<file path="config.mk">
export PLATFORM = sky130hd
export DESIGN_NAME = wall_map_arbiter
export DESIGN_NICKNAME = d
export VERILOG_FILES = /design/src/rtl/wall_map_arbiter.sv
export SDC_FILE = /design/constraint.sdc
export NUM_CORES = 1
export LEC_CHECK = 0
export CAP_MARGIN = 0
export CORE_UTILIZATION = 43
export CTS_CLUSTER_SIZE = 16
export DETAILED_ROUTE_END_ITERATION = 8
export PLACE_DENSITY_LB_ADDON = 0.25
export SLEW_MARGIN = 20
export SYNTH_ARGS = -nofsm -noshare
export SYNTH_HDL_FRONTEND = slang
export SYNTH_SLANG_ARGS = --single-unit
export TNS_END_PERCENT = 100
</file>
<file path="constraint.sdc">
create_clock -name clk -period 5.99 [get_ports clk]
set_clock_uncertainty 0.05 [all_clocks]
set_input_delay 1.198 -clock clk [delete_from_list [all_inputs] [get_ports clk]]
set_output_delay 1.198 -clock clk [all_outputs]
set_load 0.03 [all_outputs]
</file>
<file path="src/rtl/wall_map_arbiter.sv">
// wall_map_arbiter
// Shares one single-port synchronous wall-map RAM between the VGA wall
// lookup and three game requesters (tank0, tank1, shell engine).
//
// The VGA path has absolute priority, but it only uses the RAM when its
// requested cell differs from the cached one (or the cache is invalid).
// Every other cycle is handed out round-robin to the game requesters.
// Requester 2 (shell engine) may also write, which is how walls get cleared.
//
// Ports:
//   clk, rst_n         clock, asynchronous active-low reset
//   i_vga_x/i_vga_y    VGA requested cell
//   o_vga_is_wall      wall bit for the last VGA-requested cell
//   i_req              per-requester level request, held until granted
//   i_req_x/i_req_y    packed cell coordinates, 6 bits per requester
//   i_we/i_wdata       requester 2 write strobe and data
//   o_gnt              one-hot combinational grant
//   o_rvalid/o_rdata   registered read return, one cycle after grant
//   o_mem_*            RAM control/address/write data
//   i_mem_data         RAM read data, one cycle after a read enable
module wall_map_arbiter #(
  parameter int MAP_W = 64,
  parameter int MAP_H = 44,
  parameter int N_REQ = 3
) (
  input  logic        clk,
  input  logic        rst_n,
  input  logic [5:0]  i_vga_x,
  input  logic [5:0]  i_vga_y,
  output logic        o_vga_is_wall,
  input  logic [2:0]  i_req,
  input  logic [17:0] i_req_x,
  input  logic [17:0] i_req_y,
  input  logic        i_we,
  input  logic        i_wdata,
  output logic [2:0]  o_gnt,
  output logic [2:0]  o_rvalid,
  output logic        o_rdata,
  output logic        o_mem_en,
  output logic        o_mem_we,
  output logic [11:0] o_mem_addr,
  output logic        o_mem_wdata,
  input  logic        i_mem_data
);

  // FILL: cached VGA address not trusted; RUN: cache holds the RAM contents.
  typedef enum logic {FILL, RUN} state_t;

  state_t      state_p0, state_nxt;
  logic [11:0] cache_addr_p0;
  logic [1:0]  ptr_p0;
  logic        vga_pending_p1;
  logic        hold_p1;
  logic [2:0]  rvalid_p1;
  logic        oor_p1;

  logic [11:0] vga_addr;
  logic        vga_slot;
  logic [2:0]  gnt;
  logic [1:0]  gnt_idx;
  logic        gnt_any;
  logic [5:0]  sel_x, sel_y;
  logic        in_range;
  logic        is_wr;
  logic        wr_hit;
  logic [1:0]  ptr_nxt;

  assign vga_addr = {i_vga_y, i_vga_x};
  assign vga_slot = (state_p0 == FILL) || (vga_addr != cache_addr_p0);

  // ---- stage p0: slot decision and round-robin arbitration ----
  always_comb begin : arb
    int j;
    logic [1:0] idx;
    gnt     = '0;
    gnt_idx = ptr_p0;
    gnt_any = 1'b0;
    j       = 0;
    idx     = 2'd0;
    if (!vga_slot) begin
      for (int i = 0; i < N_REQ; i++) begin
        j = int'(ptr_p0) + i;
        if (j >= N_REQ) j = j - N_REQ;
        idx = 2'(j);
        if (!gnt_any && i_req[idx]) begin
          gnt_any  = 1'b1;
          gnt_idx  = idx;
          gnt[idx] = 1'b1;
        end
      end
    end
  end

  always_comb begin
    case (gnt_idx)
      2'd1:    begin sel_x = i_req_x[11:6];  sel_y = i_req_y[11:6];  end
      2'd2:    begin sel_x = i_req_x[17:12]; sel_y = i_req_y[17:12]; end
      default: begin sel_x = i_req_x[5:0];   sel_y = i_req_y[5:0];   end
    endcase
  end

  assign in_range = (int'(sel_x) < MAP_W) && (int'(sel_y) < MAP_H);
  assign is_wr    = gnt_any && (gnt_idx == 2'd2) && i_we;
  // A landed write onto the cell VGA is showing must force a re-read.
  assign wr_hit   = is_wr && in_range && ({sel_y, sel_x} == cache_addr_p0);
  assign ptr_nxt  = (gnt_idx >= 2'(N_REQ - 1)) ? 2'd0 : gnt_idx + 2'd1;

  // Cache state register
  always_ff @(posedge clk or negedge rst_n) begin
    if (!rst_n) state_p0 <= FILL;
    else        state_p0 <= state_nxt;
  end

  // Cache next-state logic
  always_comb begin
    state_nxt = state_p0;
    case (state_p0)
      FILL:    if (vga_slot) state_nxt = RUN;
      RUN:     if (wr_hit)   state_nxt = FILL;
      default: state_nxt = FILL;
    endcase
  end

  // RAM port and grant outputs
  always_comb begin
    o_mem_en    = 1'b0;
    o_mem_we    = 1'b0;
    o_mem_addr  = vga_addr;
    o_mem_wdata = 1'b0;
    if (vga_slot) begin
      o_mem_en = 1'b1;
    end else if (gnt_any && in_range) begin
      o_mem_en   = 1'b1;
      o_mem_addr = {sel_y, sel_x};
      if (is_wr) begin
        o_mem_we    = 1'b1;
        o_mem_wdata = i_wdata;
      end
    end
  end

  assign o_gnt = gnt;

  // ---- stage p1: RAM data return ----
  always_ff @(posedge clk or negedge rst_n) begin
    if (!rst_n) begin
      cache_addr_p0  <= '0;
      ptr_p0         <= '0;
      vga_pending_p1 <= 1'b0;
      hold_p1        <= 1'b0;
      rvalid_p1      <= '0;
    end else begin
      vga_pending_p1 <= vga_slot;
      if (vga_slot)       cache_addr_p0 <= vga_addr;
      if (vga_pending_p1) hold_p1       <= i_mem_data;
      if (gnt_any)        ptr_p0        <= ptr_nxt;
      rvalid_p1 <= (gnt_any && !is_wr) ? gnt : 3'b000;
    end
  end

  // Out-of-range reads return "wall"; only meaningful when rvalid_p1 is set.
  always_ff @(posedge clk) begin
    oor_p1 <= !in_range;
  end

  assign o_rvalid      = rvalid_p1;
  assign o_rdata       = oor_p1 ? 1'b1 : i_mem_data;
  assign o_vga_is_wall = vga_pending_p1 ? i_mem_data : hold_p1;

endmodule

</file>
==> impl_results.md, run 1 <==
* Max Slew Vio Count at 0
* Reg2Reg Depth at 13
* Multiplexer area fraction after synthesis at 14.3%
* Slew @ Worst Pin at 0.988 ns
* R2r endpoint: state_p0$_DFF_PN0_
* Met2 Use GR at 42.6%
* Tmin final at 5.89 ns
* Total GRT Usage at 25.2%
* Drt via density at between 5 and 6
* Latest clock arrival within the worst-skew pair at 0.26 ns
* Hpwl dp at just over 4000 µm
* Routed WL per cell at about 16 µm
* Die ar. at 4680 µm²
* Maximum capacitance violations at 0
* Leading area contributor after synthesis: dfrtp_1
* Final nets at 381
* YS warnings at 0
* Distinct cells, synth at 44
* Sequential share of the synthesized area at 27.5%
* CTS tree: done
* Cts hold-fix bufs at 0
* Crit path max fanout at 6
* Maximum vdd drop at 0.000142 V
* Syn_area_per_cell at between 9 and 10 µm²
* Commonest register cell after synthesis: dfrtp_1
* Final Setup Violations at 0
* R2R Setup Slk at approximately 1.9 ns
* Arr. time, crit path at 4.64 ns
* Fin. Hold Viols at 0
* Clock root buffer: clkbuf_8
* Met1 Use GR at 30.7%
* Number of global-route vias before repair at 1882
* WHS Path Cells at 1
* Final Non-Filler Cells at 366
* Hold Crit Start: hold_p1$_DFF_PN0_
* Xor/xnor cell area share of the yosys netlist at 14.3%
* Synthesized area at 1890 µm²
* Reg-to-Reg Start: ptr_p0[1]$_DFFE_PN0P_
* Max clock buf depth at 2
* First-pass GRT wire length at 8630 µm
* DRC viols at 0
* Grt peak-use layer: met2
* Area Overhead vs Synth at 65.0%
* GR Util met3 at 6.67%
* Gp weighted congestion at 0.863
* Hold Path Class: flop to flop
* Die height at 68.4 µm
* Fin worst setup slack at 0.103 ns
* Worst relative slew slack at about a third
* Synthesized flop and latch total at 21
* Largest cells by area after synthesis: dfrtp_1 (26%), xnor2_1 (6.9%), xor2_1 (6.5%), ha_1 (5.3%), mux2i_1 (4.8%)
* Core Util, Final at 76.0%
* DR vias at 1998
* Setup slack after placement at -0.674 ns
* Core Region at 4120 µm²
* Largest net degree at the start of global routing at 26
* Starting DRT DRC Count at 102
* Dpl cells at 356
* Synth Area in Adders at under 10%
* Largest family of logic cells by synthesized area: compound AO/OA/AOI/OAI gates
* Setup TNS at 0 ns
* Fraction of registers with async set/reset at 95.2%
* Syn_nets at 271
* Area post-placement at ~2900 µm²
* TritonCTS Sinks at 21
* Clock-pin slew on the worst setup and hold paths at around 0.07 ns
* Final WL at 5760 µm
* Complex-gate fraction of the synthesized area at 18.0%
* ANT nets after route at 0
* Cell row count at 23
* Buffers added on ports at 78
* Final Instance Area at approximately 3100 µm²
* Worst Hold Path EP: hold_p1$_DFF_PN0_
* Critical Path RT at 4.74 ns
* Initial Utilization at 46.0%
* First-pass DRT Iterations at 4
* Die width at 68.4 µm
* H-tree depth at 1
* Inserted Diodes at 0
* Top-area cell type share of the netlist area at 26.4%
* Fillcell total at 282
* Share of cells above drive strength 1 at around 34%
* Post-synth EDFFs at 0
* Tot Pwr at 0.379 mW
* Startpoint Class: input port
* Synth Instances at 207
* Initial antenna violation count at 0
* Hold_ws at 0.458 ns
* PD cells at 121 nW/µm²
* Total grt overflow at 0
* Leak at 1.36 nW
* Fmax at ~170 MHz
* Status: complete, no violations
* CP Capture Type: output pin
* Fin crit share at approximately 100%
* IO Count at approximately 80
* Critical Setup Path Class: input port to output pin
* Number of CTS-inserted buffers at 3
* Setup crit start: i_req[0]
* Post-Synth Simple-Gate Area at about an eighth
[cell usage in the layout (no fill, tap or decap), drive strengths merged, types with 4 or more instances in the layout]
master / synthesis / final
a21oi: 8 / 8
a22oi: 12 / 12
buf: 6 / 63
clkdlybuf4s50: 0 / 51
dfrtp: 20 / 20
dlymetal6s2s: 0 / 9
ha: 8 / 8
inv: 10 / 10
mux2: 14 / 14
mux2i: 9 / 9
nand2: 5 / 5
nand4: 4 / 4
nor2: 15 / 15
nor3: 7 / 7
o21ai: 6 / 6
xnor2: 16 / 16
xor2: 14 / 14
[cell usage after synthesis (2+ instances only)]
cell type / number
a32o_1: 2
a22oi_1: 12
buf_2: 2
mux2i_1: 9
dfrtp_1: 20
mux2_2: 8
xor2_1: 14
o22ai_1: 2
nor3_1: 6
inv_1: 10
nand3_1: 3
clkbuf_1: 15
a21o_1: 2
mux2_4: 6
nand2_1: 5
nand2b_1: 3
xnor2_1: 15
nor2_1: 15
a21oi_1: 8
o2bb2ai_1: 2
o21ai_0: 6
a32oi_1: 3
ha_1: 8
a22o_1: 2
a211o_1: 2
or2_2: 2
nor2b_1: 2
nor4_1: 2
and2_1: 2
buf_6: 2
nand4_1: 4
[final cells by class]
cell class	count	area [µm²]	area share (%)
clock inverters	1	5.00	0.160
multi-input cells	155	1340	42.9
repair buffers	126	1120	35.7
flip-flops and latches	21	520	16.7
inverters	10	37.5	1.20
clock buffers	3	41.3	1.32
well taps	50	62.6	2.00
[logic make-up (layout without fill, tap and decap cells)]
family / count (synthesis) / in the layout
fa+ha+maj: 8 / 8
xor+xnor: 30 / 30
simple gates: 48 / 48
buf+inv: 31 / 140
mux: 23 / 23
flops: 21 / 21
compound gates: 46 / 46
[worst max-delay path: stages]
cell and delay, ns:
clkdlybuf4s50_1 0.43, mux2_2 0.29, mux2_2 0.30, a211o_1 0.36, a32oi_2 0.38, ha_4 0.29, nor2_1 0.12, a21o_1 0.14
o21ai_2 0.10, a211oi_4 0.34, buf_6 0.17, buf_4 0.14, mux2i_1 0.19, buf_4 0.18
[timing repair]
action | in CTS | in global routing
gates resized for setup | 64 | 14
gates cloned | 0 | 0
buffers inserted | 3 | 3
pin swaps | 10 | 7
endpoints found under the setup margin | 15 | 12
[layer usage]
layer  routed length (µm)  up-vias
met5                    0        -
met4                  127        0
met3                  369       13
met2                 2840       87
met1                 2420      947
li1                     -      951
[registers in the layout, summed over array words and instances, names as in the netlist]
name and flops:
cache_addr_p0 12, o_rvalid 3, state_p0 1, ptr_p0 2, vga_pending_p1 1, hold_p1 1, oor_p1 1
[how the worst max path moves through the flow]
| stage | end | slack, ns | depth (start not counted) |
|---|---|---|---|
| detailed placement | o_mem_addr[7] | -0.67 | 14 |
| global route | o_mem_addr[10] | -0.03 | 14 |
| finish | o_mem_addr[9] | 0.10 | 14 |
| global placement | o_mem_addr[5] | -0.61 | 14 |
| floorplan | o_mem_addr[10] | -0.02 | 15 |
| CTS | o_mem_addr[9] | 0.03 | 15 |
[report_power, final]
group          internal (mW)  switching [mW]
registers              0.147         0.00613
clock network         0.0464          0.0462
logic                 0.0750          0.0585
(Power assumes the default switching activity.)
==> run 2, diff against run 1 <==
--- a/constraint.sdc
+++ b/constraint.sdc
@@ -3,3 +3,3 @@
 set_input_delay 1.198 -clock clk [delete_from_list [all_inputs] [get_ports clk]]
 set_output_delay 1.198 -clock clk [all_outputs]
-set_load 0.03 [all_outputs]
+set_load 0.02 [all_outputs]
==> impl_results.md, run 2 (synthesis results as in run 1) <==
* Status: complete, no violations
* Latest clock arrival within the worst-skew pair at 0.27 ns (about the same)
* Final Instance Area at 3160 µm² (+1.2%)
* Area of the multi-input gates at 1370 µm² (+1.8%)
* Total GRT Usage at 25.4% (+0.21 points)
* Gp weighted congestion at 0.871 (+1.0%)
* Setup slack after placement at -0.666 ns (+0.00779 ns)
* Leak at 1.38 nW (+1.5%)
* Reg2Reg Depth at 19 (+6)
* Tmin final at 5.87 ns (-0.0199 ns)
* Inserted Diodes at 0 (unchanged)
* First-pass GRT wire length at 8670 µm (+0.48%)
* Die height at 68.4 µm (unchanged)
* Core Region at 4120 µm² (unchanged)
* Hold Crit Start: hold_p1$_DFF_PN0_
* Dpl cells at 357 (+0.28%)
* Fin worst setup slack at 0.123 ns (+0.0199 ns)
* DRC viols at 0 (unchanged)
* Clock-pin slew on the worst setup and hold paths at 0.08 ns (about the same)
* RSZ-0062 raised after global routing: false
* Max Slew Vio Count at 0 (unchanged)
* Number of global-route vias before repair at 1882 (unchanged)
* Maximum capacitance violations at 0 (unchanged)
* Share of cells above drive strength 1 at 33.1% (-0.42 points)
* Routed WL per cell at 15.4 µm (-2.1%)
* Fin. Hold Viols at 0 (unchanged)
* CTS tree: done
* ANT nets after route at 0 (unchanged)
* Number of CTS-inserted buffers at 3 (unchanged)
* R2R Setup Slk at 1.98 ns (+0.04 ns)
* Maximum vdd drop at 0.000105 V (-26%)
* Slew @ Worst Pin at 0.932 ns (-0.0561 ns)
* Total grt overflow at 0 (unchanged)
* Fin crit share at 97.9% (-0.33 points)
* H-tree depth at 1 (unchanged)
* Area Overhead vs Synth at 67.0%
* Final nets at 382 (+0.26%)
* Die ar. at 4680 µm² (unchanged)
* Biggest register: cache_addr_p0
* Buffers added on ports at 78 (unchanged)
* Slowest cell on the critical path: or4_4
* Critical path's top delay family: simple AND/OR/NAND/NOR gates
* WHS Path Cells at 1 (unchanged)
* Reg-to-Reg Start: ptr_p0[1]$_DFFE_PN0P_
* Drt via density at 5.35 (-2.0%)
* DR vias at 1964 (-1.7%)
* Area post-placement at 2950 µm² (+0.68%)
* Register area at 520 µm² (unchanged)
* Most common cell after layout, fill and taps aside: clkdlybuf4s50_1
* Critical Path Max Stage Delay at 0.55 ns (+0.12 ns)
* Worst relative slew slack at 37.7% (+3.8 points)
* Worst Hold Path EP: hold_p1$_DFF_PN0_
* Largest net degree at the start of global routing at 26 (unchanged)
* Hpwl dp at 4310 µm (+3.9%)
* Fillcell total at 282 (unchanged)
* Crit path max fanout at 6 (unchanged)
* Most frequent cells in the layout: clkdlybuf4s50_1 (51), buf_4 (46), dfrtp_1 (20), nor2_1 (15), xor2_1 (14)
* Buf/Inv on CP at 3 (-1)
* Critical Setup Path Class: input port to output pin
* Max reg flops at 12 (unchanged)
* CP Capture Type: output pin
* PD cells at 120 nW/µm² (-1.4%)
* R2r endpoint: state_p0$_DFF_PN0_
* Final Setup Violations at 0 (unchanged)
* Critical Path RT at 4.74 ns (about the same)
* Clock root buffer: clkbuf_8
* Startpoint Class: input port
* Initial Utilization at 46.0% (unchanged)
* Die width at 68.4 µm (unchanged)
* Cell row count at 23 (unchanged)
* Final WL at 5660 µm (-1.9%)
* Final Non-Filler Cells at 367 (+0.27%)
* Hold Path Class: flop to flop
* Fmax at 170 MHz (+0.34%)
* Max clock buf depth at 2 (unchanged)
* IO Count at 79 (unchanged)
* Initial antenna violation count at 0 (unchanged)
* Starting DRT DRC Count at 123 (+21%)
* Cts hold-fix bufs at 0 (unchanged)
* TritonCTS Sinks at 21 (unchanged)
* Arr. time, crit path at 4.62 ns (-0.02 ns)
* First-pass DRT Iterations at 4 (unchanged)
* Crit path cell chain: dlygate4sd2_1 -> xnor2_2 -> nand4_1 -> or4_4 -> or2_4 -> a32o_2 -> ha_4 -> a22o_1 -> mux2i_2 -> o21ai_2 -> a211oi_4 -> buf_6 -> mux2_2 -> buf_2
[run 2: cell types whose count changed in the layout (fill, tap and decap cells not counted), moves of 4 or more]
| cell | previous run | this run |
|---|---|---|
| xnor2_2 | 2 | 6 |
| dlygate4sd2_1 | 3 | 7 |
| buf_4 | 51 | 46 |
| xnor2_1 | 14 | 10 |
[run 2: per-stage QoR]
| step | hold slack, ns | util (%) | total power [mW] | TNS (ns) |
|---|---|---|---|---|
| finish | 0.462 | 76.9 | 0.378 | 0 |
| floorplan | 0.507 | - | 0.208 | 0 |
| detailed placement | 0.448 | 71.8 | 0.281 | -9.16 |
| CTS | 0.466 | 74.4 | 0.375 | 0 |
| global placement | 0.432 | 71.8 | 0.278 | -7.90 |
| global route | 0.477 | 76.9 | 0.396 | 0 |
[run 2: area by class of cell]
class                   instances  area share (%)
multi-input cells             155            43.1
repair buffers                127            35.8
flip-flops and latches         21            16.4
well taps                      50            1.98
clock buffers                   3            1.30
inverters                      10            1.19
clock inverters                 1           0.158
[run 2: where the power goes]
group	internal [mW]	switching (mW)	leakage [nW]	total (mW)
sequential	0.147	0.00666	0.247	0.153
combinational	0.0753	0.0541	1.11	0.129
clock	0.0464	0.0491	0.0255	0.0955
total	0.268	0.110	1.38	0.378
[run 2: repair_timing]
action / in CTS / in global routing
endpoints found under the setup margin: 15 / 15
setup buffers: 5 / 1
gates resized for setup: 71 / 19
pin swaps: 8 / 10
[run 2: how the worst max path moves through the flow]
stage                     startpoint       endpoint  cells past startpoint
after floorplan           i_vga_y[1]       o_mem_we                     13
after global placement    i_vga_y[1]       o_mem_we                     14
after detailed placement  i_vga_y[3]  o_mem_addr[5]                     14
after CTS                 i_vga_x[2]  o_mem_addr[0]                     14
after global routing      i_vga_y[2]  o_mem_addr[1]                     14
final                     i_vga_y[3]  o_mem_addr[7]                     14
[run 2: routing by layer]
layer / global-route usage, % / wire, µm / vias to the layer above
met5: 0 / 0 / -
met4: 6.77 / 41 / 0
met3: 4.83 / 277 / 8
met2: 43.1 / 2850 / 80
met1: 32.5 / 2480 / 916
li1: - / - / 960
[run 2: worst reg2reg max path, stage by stage (launching register included)]
cell and delay (ns):
dfrtp_1 0.46, inv_1 0.11, ha_1 0.23, mux2_2 0.36
mux2_2 0.30, buf_4 0.15, mux2i_1 0.17, o22ai_2 0.12
a22oi_2 0.30, ha_4 0.23, a22o_1 0.16, mux2i_2 0.08
buf_4 0.14, buf_4 0.12, buf_4 0.12, buf_4 0.12
buf_4 0.13, xnor2_1 0.13, nor4_1 0.22, nand4_1 0.16
==> run 3, diff against run 2 <==
SKIP_CTS_REPAIR_TIMING = 1   (was default)
==> impl_results.md, run 3 (synthesis results as in run 1) <==
* Arr. time, crit path at 4.61 ns (about the same)
* Max clock buf depth at 2 (unchanged)
* Top cell by count, worst path: mux2_2
* Share of cells above drive strength 1 at 31.7% (-1.4 points)
* Fin crit share at 97.8% (-0.16 points)
* First-pass DRT Iterations at 4 (unchanged)
* ANT nets after route at 0 (unchanged)
* Slew @ Worst Pin at 0.962 ns (+0.0301 ns)
* Drt via density at 5.31 (-0.73%)
* Hold Path Class: flop to flop
* Tmin final at 5.86 ns (-0.00935 ns)
* Reg2Reg Depth at 16 (-3)
* Max Slew Vio Count at 0 (unchanged)
* Gp weighted congestion at 0.871 (unchanged)
* Latest clock arrival within the worst-skew pair at 0.27 ns (about the same)
* Total grt overflow at 0 (unchanged)
* Critical Setup Path Class: input port to output pin
* Leak at 1.45 nW (+4.5%)
* Fin. Hold Viols at 0 (unchanged)
* Core Region at 4120 µm² (unchanged)
* First-pass GRT wire length at 8360 µm (-3.5%)
* Setup crit start: i_req[2]
* Maximum capacitance violations at 0 (unchanged)
* Inserted Diodes at 0 (unchanged)
* TritonCTS Sinks at 21 (unchanged)
* Hpwl dp at 4310 µm (unchanged)
* Hold Crit Start: hold_p1$_DFF_PN0_
* Critical Path Max Stage Delay at 0.43 ns (-0.12 ns)
* Register area at 520 µm² (unchanged)
* CTS tree: done
* Number of CTS-inserted buffers at 3 (unchanged)
* Clock-pin slew on the worst setup and hold paths at 0.08 ns (about the same)
* Cell row count at 23 (unchanged)
* Final nets at 380 (-0.52%)
* Final Instance Area at 3170 µm² (+0.16%)
* Crit path max fanout at 5 (-1)
* Largest net degree at the start of global routing at 26 (unchanged)
* Critical path depth at 15 (+1)
* Reg-to-Reg Start: ptr_p0[0]$_DFFE_PN0P_
* Most common cell after layout, fill and taps aside: clkdlybuf4s50_1
* Die width at 68.4 µm (unchanged)
* IO Count at 79 (unchanged)
* Crit path cell chain: clkdlybuf4s50_1 -> mux2_2 -> mux2_2 -> buf_4 -> mux2i_1 -> o22ai_1 -> a22oi_2 -> ha_4 -> a22o_1 -> mux2i_2 -> o21ai_2 -> a211oi_4 -> buf_6 -> mux2_4 -> dlymetal6s2s_1
* Hold_ws at 0.461 ns (-0.00111 ns)
* Routed WL per cell at 15.2 µm (-1.2%)
* WHS Path Cells at 1 (unchanged)
* Buffers added on ports at 78 (unchanged)
* Area of the multi-input gates at 1360 µm² (-0.37%)
* R2R Setup Slk at 2.04 ns (+0.06 ns)
* Biggest register: cache_addr_p0
* Area post-placement at 2950 µm² (unchanged)
* Area Overhead vs Synth at 67.3%
* Fmax at 171 MHz (+0.16%)
* Initial antenna violation count at 0 (unchanged)
* Startpoint Class: input port
* Critical Path RT at 4.74 ns (about the same)
* Fin worst setup slack at 0.133 ns (+0.00935 ns)
* PD cells at 120 nW/µm² (+0.30%)
* Most frequent cells in the layout: clkdlybuf4s50_1 (52), buf_4 (44), dfrtp_1 (20), dlymetal6s2s_1 (17)
* H-tree depth at 1 (unchanged)
* Total GRT Usage at 24.4% (-0.94 points)
* Clock root buffer: clkbuf_8
* Die ar. at 4680 µm² (unchanged)
* DRC viols at 0 (unchanged)
* Status: complete, no violations
* Maximum vdd drop at 0.000114 V (+8.3%)
* Slowest cell on the critical path: clkdlybuf4s50_1
* Buf/Inv on CP at 4 (+1)
* Final WL at 5560 µm (-1.8%)
* Setup slack after placement at -0.666 ns (unchanged)
* CP Capture Type: output pin
* Critical path's top delay family: multiplexers
* Initial Utilization at 46.0% (unchanged)
* Number of global-route vias before repair at 1823 (-3.1%)
* DR vias at 1939 (-1.3%)
* Max reg flops at 12 (unchanged)
* Die height at 68.4 µm (unchanged)
* Fillcell total at 273 (-3.2%)
* Starting DRT DRC Count at 122 (-0.81%)
* Final Setup Violations at 0 (unchanged)
* Worst relative slew slack at 35.6% (-2.0 points)
-- run 3: routing by layer --
metal	global-route usage, %	wire length (µm)	up-vias	part of all wire (%)
li1	-	-	950	-
met1	31.9	2420	914	43
met2	41.3	2800	71	50
met3	5.00	302	4	5.4
met4	4.95	36	0	0.65
met5	0	0	-	0
-- run 3: layout make-up --
type,count,share of cell area (%)
Sequential cell,21,16.4
Tap cell,50,1.97
Clock inverter,1,0.158
Inverter,10,1.18
Clock buffer,3,1.30
Timing Repair Buffer,125,36.0
Multi-Input combinational cell,155,42.9
-- run 3: worst paths after layout --
| path | end |
|---|---|
| worst max-delay path | o_mem_addr[3] |
| worst min-delay path | hold_p1$_DFF_PN0_ |
| worst max register to register | state_p0$_DFF_PN0_ |
| worst min register to register | hold_p1$_DFF_PN0_ |
| max in group asynchronous | cache_addr_p0[9]$_DFFE_PN0P_ |
| min in group asynchronous | cache_addr_p0[0]$_DFFE_PN0P_ |
-- run 3: report_power, final --
group | switching, mW | leakage (nW) | internal (mW) | total [mW]
sequential | 0.00665 | 0.247 | 0.147 | 0.153
clock | 0.0503 | 0.0255 | 0.0465 | 0.0967
combinational | 0.0538 | 1.17 | 0.0761 | 0.130
total | 0.111 | 1.45 | 0.269 | 0.380
-- run 3: stage by stage --
step	setup TNS, ns	power (mW)	instances	utilization, %
CTS	-9.55	0.376	361	72.9
detailed placement	-9.16	0.281	357	71.8
floorplan	0	0.208	207	-
global placement	-7.90	0.278	357	71.8
finish	0	0.380	365	77.0
global route	-0.0853	0.397	365	77.0
